--- config.mk ---
export PLATFORM = sky130hd
export DESIGN_NAME = axis_byte_packer
export DESIGN_NICKNAME = d
export VERILOG_FILES = /design/src/rtl/axis_byte_packer.sv
export SDC_FILE = /design/constraint.sdc
export NUM_CORES = 1
export LEC_CHECK = 0
export BUFFER_PORTS_ARGS = -buffer_cell sky130_fd_sc_hd__buf_2
export CAP_MARGIN = 20
export CORE_ASPECT_RATIO = 1.75
export CORE_MARGIN = 4
export CORE_UTILIZATION = 38
export DETAILED_ROUTE_END_ITERATION = 16
export HOLD_SLACK_MARGIN = 0.02
export PLACE_DENSITY = 0.69
export SLEW_MARGIN = 25
export SYNTH_ARGS = -nofsm -noshare
export SYNTH_HDL_FRONTEND = slang
export SYNTH_SLANG_ARGS = --single-unit
--- constraint.sdc ---
create_clock -name clk -period 2.3 [get_ports clk]
set_clock_uncertainty 0.1 [all_clocks]
set_input_delay 0.23 -clock clk [delete_from_list [all_inputs] [get_ports clk]]
set_output_delay 0.23 -clock clk [all_outputs]
set_load 0.05 [all_outputs]
--- src/rtl/axis_byte_packer.sv ---
// Packs an 8-bit AXI-Stream byte stream into WORD_WIDTH-bit words, MSB first,
// and drops a stalled partial word after TIMEOUT_CYCLES idle cycles.
module axis_byte_packer #(
  parameter int unsigned WORD_WIDTH     = 16,
  parameter int unsigned TIMEOUT_CYCLES = 1000000
) (
  input  logic                  clk,
  input  logic                  rst,
  input  logic [7:0]            s_axis_tdata,
  input  logic                  s_axis_tvalid,
  output logic                  s_axis_tready,
  output logic [WORD_WIDTH-1:0] m_axis_tdata,
  output logic                  m_axis_tvalid,
  input  logic                  m_axis_tready,
  output logic                  timeout_err
);

  localparam int unsigned NB = (WORD_WIDTH + 7) / 8;
  localparam int unsigned AW = NB * 8;
  localparam int unsigned IW = (NB > 1) ? $clog2(NB) : 1;

  logic [IW-1:0]         idx_q, idx_d;
  logic [AW-1:0]         asm_q, asm_d, full;
  logic [WORD_WIDTH-1:0] data_q, data_d;
  logic                  valid_q, valid_d;
  logic                  acc, last, flush;

  assign last          = (idx_q == IW'(NB - 1));
  // The final byte may only enter when the output slot is free or draining now.
  assign s_axis_tready = !rst && (!last || !valid_q || m_axis_tready);
  assign acc           = s_axis_tvalid && s_axis_tready;
  assign m_axis_tdata  = data_q;
  assign m_axis_tvalid = valid_q;

  always_comb begin
    // Low byte of asm_q is never written, so OR-ing in the new byte completes the word.
    full    = asm_q | AW'(s_axis_tdata);
    idx_d   = idx_q;
    asm_d   = asm_q;
    data_d  = data_q;
    valid_d = valid_q;
    if (valid_q && m_axis_tready) valid_d = 1'b0;
    if (acc) begin
      if (last) begin
        data_d  = WORD_WIDTH'(full >> (AW - WORD_WIDTH));
        valid_d = 1'b1;
        idx_d   = '0;
        asm_d   = '0;
      end else begin
        for (int unsigned b = 0; b + 1 < NB; b++) begin
          if (idx_q == IW'(b)) asm_d[(NB-1-b)*8 +: 8] = s_axis_tdata;
        end
        idx_d = idx_q + IW'(1);
      end
    end else if (flush) begin
      idx_d = '0;
      asm_d = '0;
    end
  end

  always_ff @(posedge clk) begin
    if (rst) begin
      idx_q   <= '0;
      asm_q   <= '0;
      data_q  <= '0;
      valid_q <= 1'b0;
    end else begin
      idx_q   <= idx_d;
      asm_q   <= asm_d;
      data_q  <= data_d;
      valid_q <= valid_d;
    end
  end

  if (TIMEOUT_CYCLES > 0) begin : g_timeout
    localparam int unsigned TW = $clog2(TIMEOUT_CYCLES + 1);
    logic [TW-1:0] tcnt_q, tcnt_d;
    logic          err_q;

    // An accepted byte wins over an expiring count.
    assign flush = (idx_q != '0) && !acc && (tcnt_q == TW'(TIMEOUT_CYCLES - 1));

    always_comb begin
      tcnt_d = tcnt_q + TW'(1);
      if (acc || idx_q == '0 || flush) tcnt_d = '0;
    end

    always_ff @(posedge clk) begin
      if (rst) begin
        tcnt_q <= '0;
        err_q  <= 1'b0;
      end else begin
        tcnt_q <= tcnt_d;
        err_q  <= flush;
      end
    end

    assign timeout_err = err_q;
  end else begin : g_no_timeout
    assign flush       = 1'b0;
    assign timeout_err = 1'b0;
  end

endmodule

# [Yosys cells after proc, flatten, opt, wreduce, memory -nomap -nowiden]
# Cells that the tools add are included.
[word_totals] reg_bits=55 latch_bits=0 ramBits=0 rom_bits=0 inputBits=12 out_inout_bits=19 wordCells=40 n_memories=0
[op_classes] add_sub_neg=2 mul=0 div_mod_pow=0 n_lt_le_gt_ge=0 eq_ne=2 n_shift=0 n_mux=10 bitwise=2 reduce_logical=17
[ops] op="two-way mux 16 bit" n=2
[ops] op="adder 20 x 1 -> 20 bit, second input constant" n=1
[ops] op="== test 20 bit, second input constant" n=1
[ops] op="two-way mux 8 bit" n=2
[ops] op="OR 16 x 8 -> 16 bit" n=1
[ops] op="two-way mux 1 bit" n=6
[ops] op="logical AND 1 bit" n=5
[ops] op="logical NOT 1 bit" n=4
[ops] op="logical OR 1 bit" n=4
[ops] op="AND reduction 2 bit" n=2
[ops] op="!= test 2 bit, second input constant" n=1
[ops] op="nonzero test 2 bit" n=1
[ops] op="OR reduction 2 bit" n=1
[ops] op="adder 1 bit, second input constant" n=1
[ops] op="NOT 1 bit" n=1

# [Longest topological paths before layout]
[depth] depth_word=10 mapped_depth=6 depth_no_buf=5

# [Least setup slack after synthesis]
# OpenSTA, ideal clock, no wires.
[synth_path] path_type="register to output" startpoint="register valid_q (netlist: m_axis_tvalid)" endpoint="output s_axis_tready" arrival_time_ps=1479 t_required_ps=1970 slack_ps=491 stages_incl_launch_ff=3 path_buffers=0 path_cell_list="dfxtp_1 nor2b_1 a21oi_1"
[synth_via] elab_chain_cells=4
[synth_lines] item="start, declared" line_no="25" text="logic valid_q, valid_d;"
[synth_lines] item="start signal, assigned" line_no="71" text="valid_q <= valid_d;"
[synth_lines] item="logical NOT 1 bit" line_no="30" text="assign s_axis_tready = !rst && (!last || !valid_q || m_axis_tready);"
[synth_lines] item="logical OR 1 bit (2 in a row)" line_no="30"
[synth_lines] item="logical AND 1 bit" line_no="30"
[synth_lines] item="end, declared" line_no="11" text="output logic s_axis_tready,"
# Every way passes these cells.

# [Final worst setup path]
[layout_path] startpoint="register g_timeout.tcnt_q[0]" endpoint="register asm_q[10]"
[layout_via] elab_chain_cells=3
[layout_lines] item="start, declared" line_no="77" text="logic [TW-1:0] tcnt_q, tcnt_d;"
[layout_lines] item="start signal, assigned" line_no="93" text="tcnt_q <= tcnt_d;"
[layout_lines] item="== test 20 bit" line_no="81" text="assign flush = (idx_q != '0) && !acc && (tcnt_q == TW'(TIMEOUT_CYCLES - 1));"
[layout_lines] item="logical AND 1 bit" line_no="81"
[layout_lines] item="nonzero test 2 bit (no source line)"
[layout_lines] item="end signal, assigned" line_no="69" text="asm_q <= asm_d;"
[layout_lines] item="end, declared" line_no="23" text="logic [AW-1:0] asm_q, asm_d, full;"
# Every way passes these cells.
# A chain may end at the register's enable or synchronous reset.

==> flow_summary.yaml <==
run_status:
  outcome: "completed"
sta:
  fin_crit_ns: 1.64
  period_share_pct: 71.2
  worst_pin_slew_ns: 0.907
  setup_viol: 0
  fin_tns_setup_ns: 0
  rsz0062_at_grt: "false"
  finalHoldViolations: 0
  max_slew_margin_pct: 39.1
  slew_violations: 0
  fmax_mhz: 610
clocking:
  clk-insertion-delay-late_ns: 0.29
  cts_tree: "yes"
  clock-sinks: 47
  cts_setup_buffers: 0
  clk_path_buf_depth: 2
  cts_resized: 0
  root_buffer: "clkbuf_8"
  cts_hold_buf: 0
  htree_levels: 2
  numCtsBuffers: 5
  clk_pin_slew_ns: 0.08
grt:
  grt_max_degree: 23
  grt_pass1_vias: 1567
  grtUsageTotal_pct: 12.9
  antenna_found_initial: 0
  grt_overflow: 0
  grt_pass1_wl_microns: 6960
floorplan:
  placementRows: 34
  dieHeight_microns: 104
  die_w_microns: 62.9
  dieArea_sq_um: 6550
  start_util_pct: 39.6
  coreArea_sq_um: 5060
  ios: 31
synthesis:
  synthesis.nets: 221
  yosysMostFrequentCell: "dfxtp_1"
  ys_warn_count: 0
  yosys.area.top_type: "dfxtp_1"
  syn_inst: 208
  yosysSeqAreaShare_pct: 46.9
  synthFlopType: "dfxtp_1"
  synth_top_area_share_pct: 46.9
  synth_area_sq_um: 2010
  syn_area_per_cell_sq_um: 9.64
  yosysUniqueCellTypes: 38
  synth_edf_count: 0
  synth_seq_cells: 47
  synthArstFlopShare_pct: 0
  ys_top_cells_by_count: "47 x dfxtp_1, 37 x nor2_1, 16 x mux2i_1"
  synth.area.top_cells: "dfxtp_1 47%, mux2i_1 8.0%, nor2_1 6.9%"
worst_setup_path:
  worst-path-max-fanout: 8
  cp.required_ns: 2.40
  crit_type: "reg2reg"
  crit_path_start_kind: "flop"
  cp.arrival_ns: 1.73
  worstSetupEndpointType: "flop"
  reg2reg_slack_ns: 0.66
place:
  placed_cells: 286
  port_buffers: 30
  finalWeightedCongestion: 0.787
  dpl.hpwl_microns: 2920
cells_and_area:
  diodes: 0
  drive_above_1_share_pct: 18.0
  nNetsFinal: 252
  syn_to_final_growth_pct: 13.7
  nFillCells: 518
  final_cells: 293
drt:
  drt-initial-drc-count: 52
  wire_per_inst_microns: 13.4
  ant_nets: 0
  vias: 1569
  wl_microns: 3920
  drc: 0
  firstDrtPassIters: 4
  viasPerCell: 5.35
power:
  p_clk_share_pct: 37.9
  leakagePower_nw: 1.02
  sw_frac_of_total_pct: 22.2
  p_comb_share_pct: 6.7
  ir_drop_uv: 508
  p_sw_uw: 341
  p_int_mw: 1.19
  p_per_area_nw_per_um2: 672
  pwr-share-seq_pct: 55.4
run:
  maxCapViolCount: 0
hold_path:
  hold_path_class: "in2reg"
==> worst max-delay path, cell delays in order (launching register included) <==
cell and delay, ns:
dfxtp_1 0.37, ha_1 0.22, and3_1 0.23, nand4_1 0.12, o21a_1 0.30, a21o_1 0.21
==> routing by layer <==
metal | GRT usage (%) | part of all wire [%] | up-vias
li1 | - | - | 787
met1 | 13.7 | 39 | 732
met2 | 23.2 | 54 | 42
met3 | 3.03 | 4.3 | 8
met4 | 6.16 | 2.1 | 0
met5 | 0 | 0 | -
==> metrics by stage <==
step / area [sq um] / worst slack [ns] / hold slack (ns) / utilization, % / power (mW)
detailed placement: 2180 / 0.575 / 0.351 / 43.0 / 0.972
global placement: 2180 / 0.590 / 0.343 / 43.0 / 0.971
finish: 2280 / 0.662 / 0.0805 / 45.0 / 1.53
floorplan: 2010 / 0.491 / 0.274 / - / 0.942
CTS: 2280 / 0.632 / 0.0757 / 45.0 / 1.55
global route: 2280 / 0.474 / 0.0956 / 45.0 / 1.60
==> path summary, 6_finish.rpt <==
| kind | from | endpoint | depth (start not counted) |
|---|---|---|---|
| max | g_timeout.tcnt_q[0] | asm_q[10] | 5 |
| min | s_axis_tdata[2] | m_axis_tdata[2] | 3 |
| max reg2reg | g_timeout.tcnt_q[0] | asm_q[10] | 5 |
| min reg2reg | g_timeout.tcnt_q[0] | g_timeout.tcnt_q[0] | 1 |
==> state kept, by name (all words and copies together), names as in the netlist <==
register / flops
idx_q: 1
asm_q: 8
m_axis_tvalid: 1
g_timeout.tcnt_q: 20
timeout_err: 1
m_axis_tdata: 16
==> cell usage in the layout (no fill, tap or decap), types with 2 or more instances in the layout <==
master     n
nand3_1    9
mux2i_1   16
buf_2     30
xor2_1     2
nand4b_1   2
buf_4      3
nor4_1     4
and2_1     3
inv_1      6
a22o_1     8
nor2_1    37
a21o_1     8
nand2_1    5
xnor2_1   13
dfxtp_1   47
a21oi_1    7
nor4b_1    4
nand2b_1   2
o21ai_0    2
nand4_1    5
and3_1     2
clkbuf_8   5
nor3_1     5
==> cell families after synthesis <==
family / count (synthesis) / share of synthesized area [%]
AO/OA/AOI/OAI: 28 / 9.79
buffers and inverters: 15 / 4.55
multiplexers: 16 / 7.98
flip-flops: 47 / 46.9
AND/OR/NAND/NOR: 86 / 23.6
adder cells (fa/ha/maj): 1 / 0.624
XOR/XNOR: 15 / 6.55
==> power by group through the flow <==
stage,combinational (mW),clock (mW),sequential [mW]
after floorplan,0.0587,0,0.884
after global placement,0.103,0,0.868
after detailed placement,0.104,0,0.868
after CTS,0.104,0.600,0.849
after global routing,0.114,0.633,0.852
final,0.103,0.582,0.849
==> area by class of cell <==
| class | count | area (sq um) | share of cell area, % |
|---|---|---|---|
| multi-input cells | 146 | 973 | 42.7 |
| inverters | 6 | 22.5 | 0.988 |
| flip-flops and latches | 47 | 941 | 41.3 |
| clock inverters | 1 | 30.0 | 1.32 |
| well taps | 54 | 67.6 | 2.96 |
| clock buffers | 6 | 72.6 | 3.18 |
| repair buffers | 33 | 173 | 7.57 |
Note: power is estimated with default switching activity, not from simulation.
